==> config.mk <==
export PLATFORM = sky130hd
export DESIGN_NAME = mem_req_arbiter
export DESIGN_NICKNAME = d
export VERILOG_FILES = /design/src/rtl/mem_arb_pkg.sv /design/src/rtl/arb_starve_ctr.sv /design/src/rtl/mem_req_arbiter.sv
export SDC_FILE = /design/constraint.sdc
export NUM_CORES = 1
export LEC_CHECK = 0
export BUFFER_PORTS_ARGS = -buffer_cell sky130_fd_sc_hd__buf_2
export CORE_AREA = 4 4 117 119
export DETAILED_ROUTE_END_ITERATION = 12
export DIE_AREA = 0 0 121 123
export PLACE_DENSITY = 0.76
export SETUP_SLACK_MARGIN = 0.2
export SYNTH_ARGS = -nofsm -noshare
export SYNTH_HDL_FRONTEND = slang
export SYNTH_SLANG_ARGS = --single-unit
export TNS_END_PERCENT = 100
==> constraint.sdc <==
create_clock -name clk -period 1.7 [get_ports clk]
set_input_delay 0.425 -clock clk [delete_from_list [all_inputs] [get_ports clk]]
set_output_delay 0.425 -clock clk [all_outputs]
set_load 0.02 [all_outputs]
==> src/rtl/mem_arb_pkg.sv <==
// Shared types and helpers for the ICache/LSB memory request arbiter.
// Holds the FSM state encoding, LSB opcode codes and the IO-space decode.
package mem_arb_pkg;

  typedef enum logic [1:0] {
    IDLE     = 2'd0,
    IC_BUSY  = 2'd1,
    LSB_BUSY = 2'd2,
    DRAIN    = 2'd3
  } arb_state_e;

  localparam logic [5:0] OP_LB  = 6'd1;
  localparam logic [5:0] OP_LH  = 6'd2;
  localparam logic [5:0] OP_LW  = 6'd3;
  localparam logic [5:0] OP_LBU = 6'd4;
  localparam logic [5:0] OP_LHU = 6'd5;
  localparam logic [5:0] OP_SB  = 6'd6;
  localparam logic [5:0] OP_SH  = 6'd7;
  localparam logic [5:0] OP_SW  = 6'd8;

  // IO space is the top quarter of each 256 KiB window, selected by address bits [17:16].
  function automatic logic is_io_addr(input logic [1:0] addr_17_16);
    return addr_17_16 == 2'b11;
  endfunction

endpackage

==> src/rtl/arb_starve_ctr.sv <==
// Saturating counter of consecutive LSB grants taken while a fetch was waiting.
// sat tells the arbiter that the fetch side must win the next grant.
module arb_starve_ctr #(
  parameter int STARVE_LIMIT = 4
) (
  input  logic clk,
  input  logic rst_n,
  input  logic inc,
  input  logic clr,
  output logic sat
);

  localparam int CNT_W = $clog2(STARVE_LIMIT + 1);
  localparam logic [CNT_W-1:0] LIMIT = CNT_W'(STARVE_LIMIT);

  logic [CNT_W-1:0] cnt_q, cnt_d;

  always_comb begin
    // NOTE: default assignment first so no path through the block infers a latch.
    cnt_d = cnt_q;
    if (clr) begin
      cnt_d = '0;
    end else if (inc && (cnt_q != LIMIT)) begin
      cnt_d = cnt_q + CNT_W'(1);
    end
  end

  always_ff @(posedge clk or negedge rst_n) begin
    if (!rst_n) begin
      cnt_q <= '0;
    end else begin
      // NOTE: non-blocking so every flop samples pre-edge values regardless of block order.
      cnt_q <= cnt_d;
    end
  end

  assign sat = (cnt_q == LIMIT);

endmodule

==> src/rtl/mem_req_arbiter.sv <==
// Arbitrates the byte-serial RAM engine between ICache fetches and LSB accesses.
// Define MEM_ARB_STATS_EN to add grant / IO-stall statistics counters.
module mem_req_arbiter
  import mem_arb_pkg::*;
#(
  parameter int ADDR_W       = 32,
  parameter int OP_W         = 6,
  parameter int STARVE_LIMIT = 4
) (
  input  logic              clk,
  input  logic              rst_n,
  input  logic              rdy,
  input  logic              flush,
  input  logic              ic_req,
  input  logic [ADDR_W-1:0] ic_addr,
  output logic              ic_gnt,
  output logic              ic_done,
  output logic [31:0]       ic_data,
  input  logic              lsb_req,
  input  logic [ADDR_W-1:0] lsb_addr,
  input  logic [OP_W-1:0]   lsb_op,
  input  logic [31:0]       lsb_wdata,
  output logic              lsb_gnt,
  output logic              lsb_done,
  output logic [31:0]       lsb_rdata,
  output logic              eng_start,
  output logic [ADDR_W-1:0] eng_addr,
  output logic [OP_W-1:0]   eng_op,
  output logic [31:0]       eng_wdata,
  input  logic              eng_done,
  input  logic [31:0]       eng_rdata,
  input  logic              io_full
`ifdef MEM_ARB_STATS_EN
  ,
  output logic [31:0]       stat_ic_gnt,
  output logic [31:0]       stat_lsb_gnt,
  output logic [31:0]       stat_io_stall
`endif
);

  arb_state_e state_q, state_d;

  logic              ic_gnt_q, ic_gnt_d;
  logic              lsb_gnt_q, lsb_gnt_d;
  logic              eng_start_q, eng_start_d;
  logic              ic_done_q, ic_done_d;
  logic              lsb_done_q, lsb_done_d;
  logic [ADDR_W-1:0] eng_addr_q, eng_addr_d;
  logic [OP_W-1:0]   eng_op_q, eng_op_d;
  logic [31:0]       eng_wdata_q, eng_wdata_d;
  logic [31:0]       rdata_q, rdata_d;

  logic is_idle, lsb_ok, ic_ok, starve_sat;
  logic ic_win, lsb_win, ic_done_evt, lsb_done_evt;
  logic starve_inc, starve_clr;

  // Grant and completion decisions; all of them are qualified by rdy.
  always_comb begin
    is_idle      = (state_q == IDLE);
    lsb_ok       = lsb_req & ~(io_full & is_io_addr(lsb_addr[17:16]));
    ic_ok        = ic_req & ~flush;
    ic_win       = rdy & is_idle & ic_ok & (starve_sat | ~lsb_ok);
    lsb_win      = rdy & is_idle & ~ic_win & lsb_ok;
    ic_done_evt  = rdy & eng_done & (state_q == IC_BUSY) & ~flush;
    lsb_done_evt = rdy & eng_done & (state_q == LSB_BUSY);
    starve_inc   = lsb_win & ic_req;
    starve_clr   = ic_win | (rdy & is_idle & ~ic_req);
  end

  arb_starve_ctr #(
    .STARVE_LIMIT (STARVE_LIMIT)
  ) u_starve_ctr (
    .clk   (clk),
    .rst_n (rst_n),
    .inc   (starve_inc),
    .clr   (starve_clr),
    .sat   (starve_sat)
  );

  always_ff @(posedge clk or negedge rst_n) begin
    if (!rst_n) begin
      state_q <= IDLE;
    end else begin
      state_q <= state_d;
    end
  end

  // A flush coinciding with eng_done still lands in IDLE; the result is simply not reported.
  always_comb begin
    state_d = state_q;
    if (rdy) begin
      case (state_q)
        IDLE: begin
          if (ic_win) begin
            state_d = IC_BUSY;
          end else if (lsb_win) begin
            state_d = LSB_BUSY;
          end
        end
        IC_BUSY: begin
          if (eng_done) begin
            state_d = IDLE;
          end else if (flush) begin
            state_d = DRAIN;
          end
        end
        LSB_BUSY: begin
          if (eng_done) state_d = IDLE;
        end
        DRAIN: begin
          if (eng_done) state_d = IDLE;
        end
        default: state_d = IDLE;
      endcase
    end
  end

  // Pulses and latches hold while rdy=0 so a pending pulse reappears once rdy returns.
  always_comb begin
    ic_gnt_d    = ic_gnt_q;
    lsb_gnt_d   = lsb_gnt_q;
    eng_start_d = eng_start_q;
    ic_done_d   = ic_done_q;
    lsb_done_d  = lsb_done_q;
    eng_addr_d  = eng_addr_q;
    eng_op_d    = eng_op_q;
    eng_wdata_d = eng_wdata_q;
    rdata_d     = rdata_q;
    if (rdy) begin
      ic_gnt_d    = ic_win;
      lsb_gnt_d   = lsb_win;
      eng_start_d = ic_win | lsb_win;
      ic_done_d   = ic_done_evt;
      lsb_done_d  = lsb_done_evt;
    end
    if (ic_win) begin
      eng_addr_d  = ic_addr;
      eng_op_d    = OP_W'(OP_LW);
      eng_wdata_d = '0;
    end else if (lsb_win) begin
      eng_addr_d  = lsb_addr;
      eng_op_d    = lsb_op;
      eng_wdata_d = lsb_wdata;
    end
    if (ic_done_evt | lsb_done_evt) begin
      rdata_d = eng_rdata;
    end
  end

  always_ff @(posedge clk or negedge rst_n) begin
    if (!rst_n) begin
      ic_gnt_q    <= 1'b0;
      lsb_gnt_q   <= 1'b0;
      eng_start_q <= 1'b0;
      ic_done_q   <= 1'b0;
      lsb_done_q  <= 1'b0;
      eng_addr_q  <= '0;
      eng_op_q    <= '0;
      eng_wdata_q <= '0;
      rdata_q     <= '0;
    end else begin
      ic_gnt_q    <= ic_gnt_d;
      lsb_gnt_q   <= lsb_gnt_d;
      eng_start_q <= eng_start_d;
      ic_done_q   <= ic_done_d;
      lsb_done_q  <= lsb_done_d;
      eng_addr_q  <= eng_addr_d;
      eng_op_q    <= eng_op_d;
      eng_wdata_q <= eng_wdata_d;
      rdata_q     <= rdata_d;
    end
  end

  assign ic_gnt    = ic_gnt_q & rdy;
  assign lsb_gnt   = lsb_gnt_q & rdy;
  assign eng_start = eng_start_q & rdy;
  assign ic_done   = ic_done_q & rdy;
  assign lsb_done  = lsb_done_q & rdy;
  assign eng_addr  = eng_addr_q;
  assign eng_op    = eng_op_q;
  assign eng_wdata = eng_wdata_q;
  assign ic_data   = rdata_q;
  assign lsb_rdata = rdata_q;

`ifdef MEM_ARB_STATS_EN
  logic [31:0] stat_ic_gnt_q, stat_ic_gnt_d;
  logic [31:0] stat_lsb_gnt_q, stat_lsb_gnt_d;
  logic [31:0] stat_io_stall_q, stat_io_stall_d;

  always_comb begin
    stat_ic_gnt_d   = stat_ic_gnt_q + {31'd0, ic_win};
    stat_lsb_gnt_d  = stat_lsb_gnt_q + {31'd0, lsb_win};
    stat_io_stall_d = stat_io_stall_q + {31'd0, rdy & is_idle & lsb_req & ~lsb_ok};
  end

  always_ff @(posedge clk or negedge rst_n) begin
    if (!rst_n) begin
      stat_ic_gnt_q   <= '0;
      stat_lsb_gnt_q  <= '0;
      stat_io_stall_q <= '0;
    end else begin
      stat_ic_gnt_q   <= stat_ic_gnt_d;
      stat_lsb_gnt_q  <= stat_lsb_gnt_d;
      stat_io_stall_q <= stat_io_stall_d;
    end
  end

  assign stat_ic_gnt   = stat_ic_gnt_q;
  assign stat_lsb_gnt  = stat_lsb_gnt_q;
  assign stat_io_stall = stat_io_stall_q;
`endif

endmodule

After elaboration in Yosys (flattened, before gate mapping)
Index checks and enable logic that the tools add are counted.

Register bits after elaboration: 112. Bits in latches: 0. Memory bits (writable): 0. Memory bits (read-only): 0. Output and inout port bits: 139. Logic and storage cells: 69. Memories kept: 0.

Add/subtract/negate cells: 1. $mul: 0. Div/mod/pow operators: 0. Order comparisons: 0. Equality and inequality tests: 9. Shifts and indexed selects: 0. Mux-type cells: 14. Bitwise gates (word level): 28. Reduce and logical (&&, ||, !) cells: 6.

Operator list (number): 2-to-1 mux 32 bit (4); bitwise AND 1 bit (19); 2-to-1 mux 6 bit (2); 2-to-1 mux 2 bit (5); equality test 2 bit (second input constant) (3); 2-to-1 mux 3 bit (2); != test 3 bit (second input constant) (2); one-hot mux 2 bit (3 select lines) (1); NOT 1 bit (5); bitwise OR 1 bit (4); AND reduction 4 bit (1); nonzero test 2 bit (2); adder 3 x 1 -> 3 bit (second input constant) (1); equality test 3 bit (second input constant) (1); != test 3 x 1 -> 1 bit (second input constant) (1); equality test 2 x 1 -> 1 bit (second input constant) (1); zero test 2 bit (1); != test 2 x 1 -> 1 bit (second input constant) (1); OR reduction 2 bit (1); logical AND 1 bit (1).

Logic depth before layout (Yosys ltp)
Gate-level depths: netlist of run 1.

Word-level depth: 14. Gate-level depth with buffers: 7.

Modules after synthesis
Synthesis of run 1 repeated with hierarchy kept, for this count alone.

Cells, all modules: 364. Area, all modules: 4812.1 µm².

By module, submodules not included: mem_req_arbiter (times used 1, cells an instance 346, area an instance 4614.4 µm², sequential area each 2727.6 µm²); arb_starve_ctr (times used 1, cells an instance 18, area an instance 197.7 µm², sequential area each 75.1 µm²).

Worst setup path after synthesis of run 1
No wires, ideal clock.

Kind: input to register. From: input port rdy. To: register eng_addr_q[16] (netlist: eng_addr[16]). Data arrival time: 1.725 ns. Required time: 1.634 ns. Setup slack: -0.092 ns. Stages: 6. Cells stage by stage: buf_4 > or3b_1 > buf_6 > nor4_4 > buf_6 > a221o_1.

Longest elaborated chain between the ends: 7.

Ends and longest elaborated chain: start: declaration (RTL line mem_req_arbiter.sv:12) `input logic rdy,`; bitwise AND 1 bit * (RTL line mem_req_arbiter.sv:62, mem_req_arbiter.sv:63); bitwise AND 1 bit (2 in a row) (RTL line mem_req_arbiter.sv:62) `ic_win = rdy & is_idle & ic_ok & (starve_sat | ~lsb_ok);`; NOT 1 bit (RTL line mem_req_arbiter.sv:63) `lsb_win = rdy & is_idle & ~ic_win & lsb_ok;`; bitwise AND 1 bit (2 in a row) (RTL line mem_req_arbiter.sv:63); nonzero test 2 bit (no source line); end signal: assignment (RTL line mem_req_arbiter.sv:167) `eng_addr_q <= eng_addr_d;`; end: declaration (RTL line mem_req_arbiter.sv:48) `logic [ADDR_W-1:0] eng_addr_q, eng_addr_d;`.

Mark *: on every way between the ends. The rest lies on a longest branch, timed or not. A chain may end at the register's enable or synchronous reset.

Worst setup path in the final report of run 1
From: register state_q[1]. To: register rdata_q[14] (netlist: ic_data[14]).

Longest elaborated chain between the ends: 4.

Ends and longest elaborated chain: start: declaration (RTL line mem_req_arbiter.sv:41) `arb_state_e state_q, state_d;`; start signal: assignment (RTL line mem_req_arbiter.sv:84) `state_q <= state_d;`; equality test 2 x 1 -> 1 bit (RTL line mem_req_arbiter.sv:64) `ic_done_evt = rdy & eng_done & (state_q == IC_BUSY) & ~flush;`; bitwise AND 1 bit (2 in a row) (RTL line mem_req_arbiter.sv:64); bitwise OR 1 bit * (RTL line mem_req_arbiter.sv:145) `if (ic_done_evt | lsb_done_evt) begin`; end signal: assignment (RTL line mem_req_arbiter.sv:170) `rdata_q <= rdata_d;`; end: declaration (RTL line mem_req_arbiter.sv:51) `logic [31:0] rdata_q, rdata_d;`.

Marks and branches as above.

==> tab_implementation.tex, run 1 <==
\begin{tabular}{lr}
\hline
Metric & Value \\
\hline
\multicolumn{2}{l}{\textbf{Logic synthesis}} \\
Sequential share of the synthesized area & 55.90\% \\
Number of synthesized flops with an enable pin & 0 \\
Synthesized netlist net count & 544 \\
Synthesized area & 5014 um\^{}2 \\
Share of synthesized flip-flops with an asynchronous set or reset & 100.0\% \\
Dominant synthesized flop cell & dfrtp\_1 \\
Post-Synthesis Cells & 400 \\
Most frequent cells after synthesis & 112 x dfrtp\_1, 36 x a22o\_1, 36 x buf\_4 \\
Top-area cell type share of the netlist area & 55.90\% \\
Synth Warn \# & 0 \\
Ranking of synthesized cells by area & dfrtp\_1 56\%, a221o\_1 6.8\%, mux2\_1 6.7\% \\
Post-synthesis average cell area & 12.53 um\^{}2 \\
Flops \& latches, synth & 112 \\
Most frequently used cell type in the post-synthesis netlist & dfrtp\_1 \\
Post-synth top area cell & dfrtp\_1 \\
Synth cell types & 40 \\
\multicolumn{2}{l}{\textbf{Critical path}} \\
Critical setup path kind & register to register \\
Largest delay share family, worst path & buffers and inverters \\
Maximum fanout along the worst path & 8 \\
Arrival time at the worst endpoint & 2030 ps \\
Kind of capture point of the worst setup path & register \\
Data required, critical path & 1910 ps \\
Highest cell delay on the worst timing path & 390 ps \\
Worst path cell trace & buf\_6 > or3b\_4 > a21oi\_4 > buf\_4 > buf\_12 > mux2\_2 \\
Crit path buffers/inverters & 3 \\
CP max stage cell & dfrtp\_1 \\
Kind of launch point of the worst setup path & register \\
\multicolumn{2}{l}{\textbf{STA}} \\
Final Cycle Share & 106.8\% \\
Setup repair after global routing missed its margin & true \\
Worst Skew & 15.45 ps \\
Final min period & 1816 ps \\
Max-slew violation count & 0 \\
Final setup margin & -116.0 ps \\
Hold Worst Slack & 286.9 ps \\
Worst-Margin Slew & 630.9 ps \\
Headroom to the max-slew limit & 57.94\% \\
Endpoints failing hold & 0 \\
Final setup vio count & 105 \\
Maximum clock frequency & 550.7 MHz \\
Setup TNS after final layout & -8083 ps \\
\multicolumn{2}{l}{\textbf{Clocking}} \\
Deepest level of the CTS H-tree & 3 \\
Insertion delay to the later sink of the worst-skew pair & 350 ps \\
Clk sinks & 112 \\
CTS tree & yes \\
CTS Buf Count & 9 \\
Root buffer cell & clkbuf\_16 \\
Clock Tree Buf Depth & 2 \\
Clock-pin slew on the worst setup and hold paths & 80 ps \\
\multicolumn{2}{l}{\textbf{Floorplanning}} \\
DIE AREA & 14880 um\^{}2 \\
Initial Util & 39.89\% \\
Width of the die & 121 um \\
Std-Cell Core Area & 12570 um\^{}2 \\
Placement Rows & 41 \\
I/O pin count & 281 \\
DIE HEIGHT & 123 um \\
\multicolumn{2}{l}{\textbf{Final layout}} \\
Final cell area excluding filler cells & 7800 um\^{}2 \\
Share of layout cells above drive strength 1 & 60.48\% \\
Post-layout nets & 845 \\
Area grow syn2layout & 55.58\% \\
\multicolumn{2}{l}{\textbf{Placement}} \\
HPWL reported at the end of detailed placement & 11310 um \\
Count of input and output buffers & 280 \\
Placed Area & 6579 um\^{}2 \\
Place WS & -151.1 ps \\
GP Congestion & 0.7770 \\
\multicolumn{2}{l}{\textbf{Run}} \\
Reported max-cap violation count & 0 \\
\multicolumn{2}{l}{\textbf{Min path}} \\
Path type of the worst min-delay path & input port to register \\
\multicolumn{2}{l}{\textbf{Pwr}} \\
Total power divided by cell area & 1799 nW/um\^{}2 \\
Leakage power summed over all cells & 4.043 nW \\
Highest ir drop seen on vdd & 0.0006962 V \\
Final total power & 14.03 mW \\
\multicolumn{2}{l}{\textbf{Route}} \\
Initial DRC count & 324 \\
Antenna viol nets, final & 0 \\
Via-per-instance ratio & 5.279 \\
WL/cell & 20.02 um \\
First drt pass iteration count & 5 \\
Wire length reported by the detailed router & 17600 um \\
Vias & 4640 \\
Drc violations & 0 \\
\multicolumn{2}{l}{\textbf{GRT}} \\
Maximum number of pins on one net before global-route repair & 42 \\
Total routing resource utilization after global routing & 20.03\% \\
Number of antenna violations at the first check in global routing & 2 \\
First-pass GRT wire length & 23590 um \\
Vias in the first global route & 4455 \\
Congestion Overflow GR & 0 \\
\multicolumn{2}{l}{\textbf{Run status}} \\
Status & complete, but fails checks \\
Violated checks & negative setup slack \\
\hline
\end{tabular}
==> per-layer routing <==
metal,track usage [%],up-vias,routed length [um]
met3,4.986,34,1430
met5,0,-,27
met2,37.34,249,9145
met4,4.462,4,376
li1,-,2092,-
met1,23.21,2261,6622
==> cells in the final DEF (no fill, tap or decap), types with 3 or more instances in the layout <==
cell / Yosys / final
buf_2: 1 / 274
dfrtp_1: 112 / 112
buf_4: 36 / 37
a22o_1: 36 / 36
a221o_1: 34 / 34
nand2_1: 32 / 32
mux2_4: 0 / 26
nor4_1: 30 / 25
clkbuf_16: 0 / 19
buf_6: 8 / 19
buf_12: 0 / 8
nor4_2: 0 / 5
inv_1: 7 / 4
mux2_1: 30 / 4
a21o_1: 4 / 4
inv_6: 0 / 3
nand3_1: 3 / 3
o2111ai_1: 3 / 3
buf_8: 0 / 3
==> worst reg2reg max path, stage by stage, from the launching register on <==
cell and delay [ps]:
dfrtp_1 390, buf_6 120, or3b_4 380, a21oi_4 180, buf_4 150, buf_12 130
mux2_2 350
==> what timing repair did <==
| item | in CTS | in global routing |
|---|---|---|
| hold buffers | 1 | 0 |
| resized for setup | 37 | 45 |
| cloned | 6 | 14 |
| pin swaps | 5 | 16 |
| endpoints found under the setup margin | 111 | 115 |
| hold endpoints to repair | 16 | 0 |
| setup buffers | 9 | 13 |
==> layout make-up <==
| type | count | area, um^2 |
|---|---|---|
| tap | 172 | 215.2 |
| fill | 987 | 4768 |
| multi-input combinational | 215 | 1973 |
| inverter | 7 | 31.28 |
| antenna | 1 | 2.502 |
| sequential | 112 | 2803 |
| clock inverter | 6 | 97.59 |
| clock buffer | 10 | 229.0 |
| timing repair buffer | 356 | 2449 |
==> final timing paths <==
kind | startpoint | endpoint | slack (ps) | cells after the start
worst max-delay path | state_q[1] | ic_data[14] | -120 | 6
worst min-delay path | lsb_wdata[1] | eng_wdata[1] | 290 | 2
worst max register to register | state_q[1] | ic_data[14] | -120 | 6
worst min register to register | ic_gnt_q | ic_gnt_q | 490 | 1
max in group asynchronous | rst_n | eng_addr[11] | 600 | 3
min in group asynchronous | rst_n | ic_data[9] | 540 | 2
==> cell families after synthesis <==
logic type               after synthesis  synth area share [%]
flip-flops                           112                 55.90
AO/OA/AOI/OAI                         93                 17.10
AND/OR/NAND/NOR                       87                 9.858
buffers and inverters                 74                 9.459
multiplexers                          32                 7.187
adder cells (fa/ha/maj)                2                0.4990
==> flip-flops by register name, indices dropped and copies added (netlist names), 2 cells and up <==
register	count
eng_addr	32
eng_op	6
eng_wdata	32
ic_data	32
state_q	2
u_starve_ctr.cnt_q	3
==> report_power, final <==
group	leakage [nW]	total [mW]	switching, mW	internal (mW)
clock network	0.160	2.33	1.01	1.32
registers	1.40	4.72	0.827	3.89
logic	2.48	6.98	3.89	3.10
==> stage by stage <==
stage / std cells / util, %
floorplan: 400 / -
detailed placement: 819 / 52.34
CTS: 851 / 57.73
finish: 879 / 62.06
global route: 878 / 62.04
global placement: 819 / 52.34
Power figures use the tool's default switching activity.
==> run 2: changes to the inputs <==
--- a/config.mk
+++ b/config.mk
@@ -5,6 +5,7 @@
 export SDC_FILE = /design/constraint.sdc
 export NUM_CORES = 1
 export LEC_CHECK = 0
+export ABC_AREA = 1
 export BUFFER_PORTS_ARGS = -buffer_cell sky130_fd_sc_hd__buf_2
 export CORE_AREA = 4 4 117 119
 export DETAILED_ROUTE_END_ITERATION = 12
==> tab_implementation.tex, run 2 <==
\begin{tabular}{lr}
\hline
Metric & Value \\
\hline
\multicolumn{2}{l}{\textbf{Run status}} \\
Status & finished, final reports clean \\
\multicolumn{2}{l}{\textbf{STA}} \\
Final setup vio count & 0 \\
Endpoints failing hold & 0 \\
Max-slew violation count & 0 \\
Worst Skew & 6.870 ps \\
Maximum clock frequency & 658.8 MHz \\
Final min period & 1518 ps \\
Setup repair after global routing missed its margin & true \\
Headroom to the max-slew limit & 74.67\% \\
Final setup margin & 182.1 ps \\
Final Cycle Share & 89.29\% \\
Worst-Margin Slew & 379.0 ps \\
\multicolumn{2}{l}{\textbf{Pwr}} \\
Highest ir drop seen on vdd & 0.0008857 V \\
Leakage power summed over all cells & 4.173 nW \\
Final total power & 12.92 mW \\
Total power divided by cell area & 1812 nW/um\^{}2 \\
\multicolumn{2}{l}{\textbf{Critical path}} \\
Startpoint of the worst-slack reg-to-reg timing path & state\_q[1] \\
Setup slack of the worst register-to-register path & 180 ps \\
Kind of launch point of the worst setup path & register \\
Critical register-to-register path endpoint & eng\_op[3] \\
Crit path top cell by count & nand2\_4 \\
Largest delay share family, worst path & simple AND/OR/NAND/NOR gates \\
Maximum fanout along the worst path & 11 \\
Data required, critical path & 1940 ps \\
Critical path destination & eng\_op[3] \\
Kind of capture point of the worst setup path & register \\
Worst-case reg-to-reg path depth & 9 \\
Worst path cell trace & nor2\_4 > nand2\_4 > nor2\_4 > nand2\_4 > nand2\_4 > inv\_8 > clkbuf\_16 > nand2\_1 > nand2\_1 \\
Arrival time at the worst endpoint & 1760 ps \\
CP max stage cell & dfrtp\_2 \\
Critical setup path kind & register to register \\
Count of cell instances traversed by the critical path & 9 \\
Setup crit start & state\_q[1] \\
Highest cell delay on the worst timing path & 440 ps \\
Crit path buffers/inverters & 2 \\
\multicolumn{2}{l}{\textbf{Logic synthesis}} \\
Ranking of synthesized cells by area & dfrtp\_1 56\%, nand2\_1 20\%, nand3\_1 11\% \\
Most frequent cells after synthesis & 268 x nand2\_1, 112 x dfrtp\_1, 107 x nand3\_1 \\
Synth Warn \# & 0 \\
Synth cell types & 20 \\
Synthesized area & 4986 um\^{}2 \\
Synthesized netlist net count & 734 \\
Post-synth top area cell & dfrtp\_1 \\
Top-area cell type share of the netlist area & 56.21\% \\
Sequential share of the synthesized area & 56.21\% \\
Flops \& latches, synth & 112 \\
Dominant synthesized flop cell & dfrtp\_1 \\
Post-Synthesis Cells & 590 \\
Share of synthesized flip-flops with an asynchronous set or reset & 100.0\% \\
Most frequently used cell type in the post-synthesis netlist & nand2\_1 \\
Number of synthesized flops with an enable pin & 0 \\
Post-synthesis average cell area & 8.451 um\^{}2 \\
\multicolumn{2}{l}{\textbf{Route}} \\
Initial DRC count & 249 \\
Drc violations & 0 \\
First drt pass iteration count & 5 \\
Vias & 4813 \\
WL/cell & 14.52 um \\
Antenna viol nets, final & 0 \\
Wire length reported by the detailed router & 14890 um \\
Via-per-instance ratio & 4.691 \\
\multicolumn{2}{l}{\textbf{Final layout}} \\
Area grow syn2layout & 43.01\% \\
Share of layout cells above drive strength 1 & 42.62\% \\
Final Core Density & 56.73\% \\
Most common library cell in the layout ignoring fill and taps & buf\_2 \\
Post-layout nets & 993 \\
Final cell count without fillers & 1026 \\
Commonest cells after routing, fill and taps aside & 279 x buf\_2, 245 x nand2\_1, 111 x dfrtp\_1, 103 x nand3\_1 \\
Antenna cell count & 0 \\
\multicolumn{2}{l}{\textbf{Clocking}} \\
Clk sinks & 112 \\
Root buffer cell & clkbuf\_16 \\
Deepest level of the CTS H-tree & 3 \\
CTS tree & yes \\
Clock-pin slew on the worst setup and hold paths & 70 ps \\
Insertion delay to the later sink of the worst-skew pair & 340 ps \\
Clock Tree Buf Depth & 2 \\
CTS Buf Count & 9 \\
\multicolumn{2}{l}{\textbf{GRT}} \\
GR Util met3 & 4.300\% \\
First-pass GRT wire length & 21420 um \\
Total routing resource utilization after global routing & 18.06\% \\
Busiest layer in global routing & met2 \\
GR Layer Usage met1 & 22.64\% \\
Met2 track demand over resource & 30.81\% \\
Vias in the first global route & 4369 \\
Congestion Overflow GR & 0 \\
Maximum number of pins on one net before global-route repair & 53 \\
Number of antenna violations at the first check in global routing & 0 \\
\multicolumn{2}{l}{\textbf{Floorplanning}} \\
Initial Util & 39.67\% \\
I/O pin count & 281 \\
DIE HEIGHT & 123 um \\
Width of the die & 121 um \\
Placement Rows & 41 \\
DIE AREA & 14880 um\^{}2 \\
Std-Cell Core Area & 12570 um\^{}2 \\
\multicolumn{2}{l}{\textbf{Placement}} \\
Cell count after placement & 996 \\
HPWL reported at the end of detailed placement & 10300 um \\
Count of input and output buffers & 280 \\
GP Congestion & 0.7830 \\
Place WS & -8.944 ps \\
\multicolumn{2}{l}{\textbf{Min path}} \\
Path type of the worst min-delay path & input port to register \\
Beginning of the worst hold path & lsb\_wdata[0] \\
\multicolumn{2}{l}{\textbf{Run}} \\
Reported max-cap violation count & 0 \\
\hline
\end{tabular}
-- run 2: cell types whose count changed in the layout (fill, tap and decap cells not counted), sizes merged, moves of 6 or more --
cell | before | now
nor4 | 31 | 0
nor2 | 3 | 9
nand2 | 32 | 269
a221o | 34 | 0
a22o | 36 | 0
nand3 | 3 | 107
mux2 | 32 | 0
buf | 343 | 303
inv | 10 | 19
-- run 2: power by group --
group          switching [mW]  internal (mW)  leakage (nW)
Combinational            3.90           2.23          2.61
Sequential              0.759           3.86          1.42
Clock                   0.986           1.19         0.137
Total                    5.65           7.27          4.17
-- run 2: how the worst min path moves through the flow --
stage                                to  cells after the start
after floorplan             eng_addr[0]                      0
after global placement      ic_data[14]                      1
after detailed placement    ic_data[14]                      1
after CTS                  eng_wdata[6]                      3
after global routing      eng_wdata[31]                      3
final                      eng_wdata[0]                      3
-- run 2: stage by stage --
| step | setup TNS (ps) | instance area (um^2) | hold slack [ps] |
|---|---|---|---|
| after floorplan | 0 | 4986 | 129.4 |
| after global placement | 0 | 6407 | 259.5 |
| after detailed placement | -8.944 | 6407 | 258.2 |
| after CTS | 0 | 6760 | 249.7 |
| after global routing | 0 | 7131 | 255.8 |
| final | 0 | 7131 | 266.9 |
-- run 2: logic make-up (layout without fill, tap and decap cells) --
group / count (synthesis) / count (layout) / synth area share (%)
AOI/OAI and AO/OA: 8 / 8 / 0.8028
DFF: 112 / 112 / 56.21
and+or+nand+nor: 387 / 387 / 32.87
adders and majority gates: 2 / 2 / 0.5018
buffers and inverters: 81 / 345 / 9.611
-- run 2: layer usage --
layer | vias up | wire [um]
li1 | 2344 | -
met1 | 2257 | 5983
met2 | 194 | 7542
met5 | - | 0
met3 | 18 | 1110
met4 | 0 | 256
-- run 2: layout make-up --
class	count	area [um^2]
Inverter	19	86.33
Timing Repair Buffer	310	1881
Clock inverter	6	68.82
Tap cell	172	215.2
Sequential cell	112	2804
Fill cell	1158	5438
Multi-Input combinational cell	397	1837
Clock buffer	10	239.0
-- run 2: timing repair --
| item | CTS | global route |
|---|---|---|
| setup buffers | 3 | 3 |
| gates cloned | 0 | 7 |
| gates resized for setup | 4 | 52 |
| hold endpoints to repair | 5 | 0 |
| endpoints found under the setup margin | 76 | 77 |
| hold buffers | 1 | 0 |
| pin swaps | 2 | 5 |
-- run 2: worst register-to-register path, delay by kind of cell (launching register included) --
| kind | cells | cell delay [ps] |
|---|---|---|
| and+or+nand+nor | 7 | 770 |
| buffers and inverters | 2 | 210 |
| DFF | 1 | 440 |
==> run 3: changes to the inputs <==
--- a/config.mk
+++ b/config.mk
@@ -11,6 +11,7 @@
 export DETAILED_ROUTE_END_ITERATION = 12
 export DIE_AREA = 0 0 121 123
 export PLACE_DENSITY = 0.76
+export REMOVE_ABC_BUFFERS = 1
 export SETUP_SLACK_MARGIN = 0.2
 export SYNTH_ARGS = -nofsm -noshare
 export SYNTH_HDL_FRONTEND = slang
==> tab_implementation.tex, run 3 (synthesis gave the netlist of run 2 again) <==
\begin{tabular}{lr}
\hline
Metric & Value \\
\hline
\multicolumn{2}{l}{\textbf{Placement}} \\
HPWL reported at the end of detailed placement & 10360 um \\
GP Congestion & 0.7902 \\
Cell count after placement & 996 \\
Count of input and output buffers & 280 \\
Placed Area & 6420 um\^{}2 \\
\multicolumn{2}{l}{\textbf{STA}} \\
Final Cycle Share & 88.00\% \\
Final setup vio count & 0 \\
Setup TNS after final layout & 0 ps \\
Final min period & 1496 ps \\
Worst Skew & 9.396 ps \\
Endpoints failing hold & 0 \\
Maximum clock frequency & 668.4 MHz \\
Headroom to the max-slew limit & 63.85\% \\
Setup repair after global routing missed its margin & true \\
Max-slew violation count & 0 \\
Hold Worst Slack & 88.04 ps \\
Worst-Margin Slew & 542.2 ps \\
\multicolumn{2}{l}{\textbf{Route}} \\
Vias & 4900 \\
Via-per-instance ratio & 4.757 \\
Wire length reported by the detailed router & 14790 um \\
Drc violations & 0 \\
Antenna viol nets, final & 0 \\
Initial DRC count & 347 \\
First drt pass iteration count & 7 \\
WL/cell & 14.36 um \\
\multicolumn{2}{l}{\textbf{Final layout}} \\
Multi-input combinational cell area & 1792 um\^{}2 \\
Area grow syn2layout & 40.48\% \\
Filler instances & 1163 \\
Final cell area excluding filler cells & 7004 um\^{}2 \\
Share of layout cells above drive strength 1 & 41.84\% \\
Antenna cell count & 0 \\
Commonest cells after routing, fill and taps aside & 277 x buf\_2, 257 x nand2\_1, 111 x dfrtp\_1, 101 x nand3\_1, 20 x buf\_4 \\
Post-layout nets & 997 \\
Reg area & 2804 um\^{}2 \\
Final cell count without fillers & 1030 \\
Most common library cell in the layout ignoring fill and taps & buf\_2 \\
\multicolumn{2}{l}{\textbf{Clocking}} \\
CTS tree & yes \\
Deepest level of the CTS H-tree & 3 \\
Hold buffers post-CTS & 0 \\
CTS Buf Count & 9 \\
Root buffer cell & clkbuf\_16 \\
Insertion delay to the later sink of the worst-skew pair & 340 ps \\
Clock-pin slew on the worst setup and hold paths & 70 ps \\
Clock Tree Buf Depth & 2 \\
Clk sinks & 112 \\
\multicolumn{2}{l}{\textbf{Critical path}} \\
Worst path cell trace & nor2\_4 > nand2\_4 > nor2\_4 > nand2\_4 > buf\_12 > buf\_4 > nand3\_1 > nand3\_1 \\
Kind of capture point of the worst setup path & register \\
Maximum fanout along the worst path & 9 \\
Setup slack of the worst register-to-register path & 200 ps \\
Data required, critical path & 1920 ps \\
CP max stage cell & dfrtp\_1 \\
Crit path buffers/inverters & 2 \\
Critical setup path kind & register to register \\
Startpoint of the worst-slack reg-to-reg timing path & state\_q[0] \\
Kind of launch point of the worst setup path & register \\
Highest cell delay on the worst timing path & 410 ps \\
Arrival time at the worst endpoint & 1710 ps \\
Critical register-to-register path endpoint & eng\_addr[14] \\
Largest delay share family, worst path & simple AND/OR/NAND/NOR gates \\
Worst-case reg-to-reg path depth & 8 \\
\multicolumn{2}{l}{\textbf{Floorplanning}} \\
DIE AREA & 14880 um\^{}2 \\
Placement Rows & 41 \\
DIE HEIGHT & 123 um \\
Initial Util & 39.67\% \\
Std-Cell Core Area & 12570 um\^{}2 \\
Width of the die & 121 um \\
I/O pin count & 281 \\
\multicolumn{2}{l}{\textbf{GRT}} \\
Congestion Overflow GR & 0 \\
First-pass GRT wire length & 21500 um \\
Total routing resource utilization after global routing & 17.98\% \\
Vias in the first global route & 4455 \\
Number of antenna violations at the first check in global routing & 0 \\
Maximum number of pins on one net before global-route repair & 71 \\
\multicolumn{2}{l}{\textbf{Run status}} \\
Status & finished, final reports clean \\
\multicolumn{2}{l}{\textbf{Min path}} \\
Path type of the worst min-delay path & input port to async pin \\
\multicolumn{2}{l}{\textbf{Run}} \\
Reported max-cap violation count & 0 \\
\multicolumn{2}{l}{\textbf{Pwr}} \\
Highest ir drop seen on vdd & 0.0008853 V \\
Total power divided by cell area & 1791 nW/um\^{}2 \\
Leakage power summed over all cells & 4.125 nW \\
\hline
\end{tabular}
==> run 3: layout make-up <==
cell class | instances | area share, %
repair buffers | 314 | 26.26
well taps | 172 | 3.073
clock buffers | 10 | 3.269
flip-flops and latches | 112 | 40.03
inverters | 19 | 1.161
clock inverters | 6 | 0.6252
multi-input cells | 397 | 25.58
==> run 3: timing repair <==
item | 4_1_cts | 5_1_grt
setup buffers | 6 | 7
pin swaps | 2 | 10
endpoints found under the setup margin | 75 | 78
gates resized for setup | 3 | 32
gates cloned | 0 | 5
==> run 3: worst max-delay path by stage <==
stage | from | to | slack (ps) | cells past startpoint
3_3_place_gp | flush | eng_addr[29] | 90 | 9
3_5_place_dp | state_q[1] | eng_addr[14] | 70 | 8
5_1_grt | state_q[0] | eng_addr[10] | 150 | 8
6_report | state_q[0] | eng_addr[14] | 200 | 8
4_1_cts | u_starve_ctr.cnt_q[0] | eng_op[0] | 200 | 10
2_1_floorplan | state_q[0] | ic_data[0] | -500 | 6
==> run 3: routing by layer <==
layer	track usage, %	vias to the layer above	wire, um
met1	22.48	2285	5867
met2	30.91	231	7381
met3	3.568	28	1191
met4	6.799	0	348
met5	0	-	0
li1	-	2356	-
==> run 3: power by group <==
part           total (mW)  leakage (nW)  internal, mW  switching, mW
logic                5.99          2.57          2.14           3.85
clock network        1.96         0.133          1.00          0.960
registers            4.60          1.42          3.86          0.740
==> run 3: stage by stage <==
| step | power [mW] | setup WS (ps) | util, % |
|---|---|---|---|
| floorplan | 7.965 | -503.4 | - |
| global placement | 10.28 | 92.39 | 51.08 |
| detailed placement | 10.39 | 72.97 | 51.08 |
| global route | 13.40 | 148.2 | 55.73 |
| CTS | 12.48 | 200.2 | 53.68 |
| finish | 12.55 | 203.9 | 55.73 |
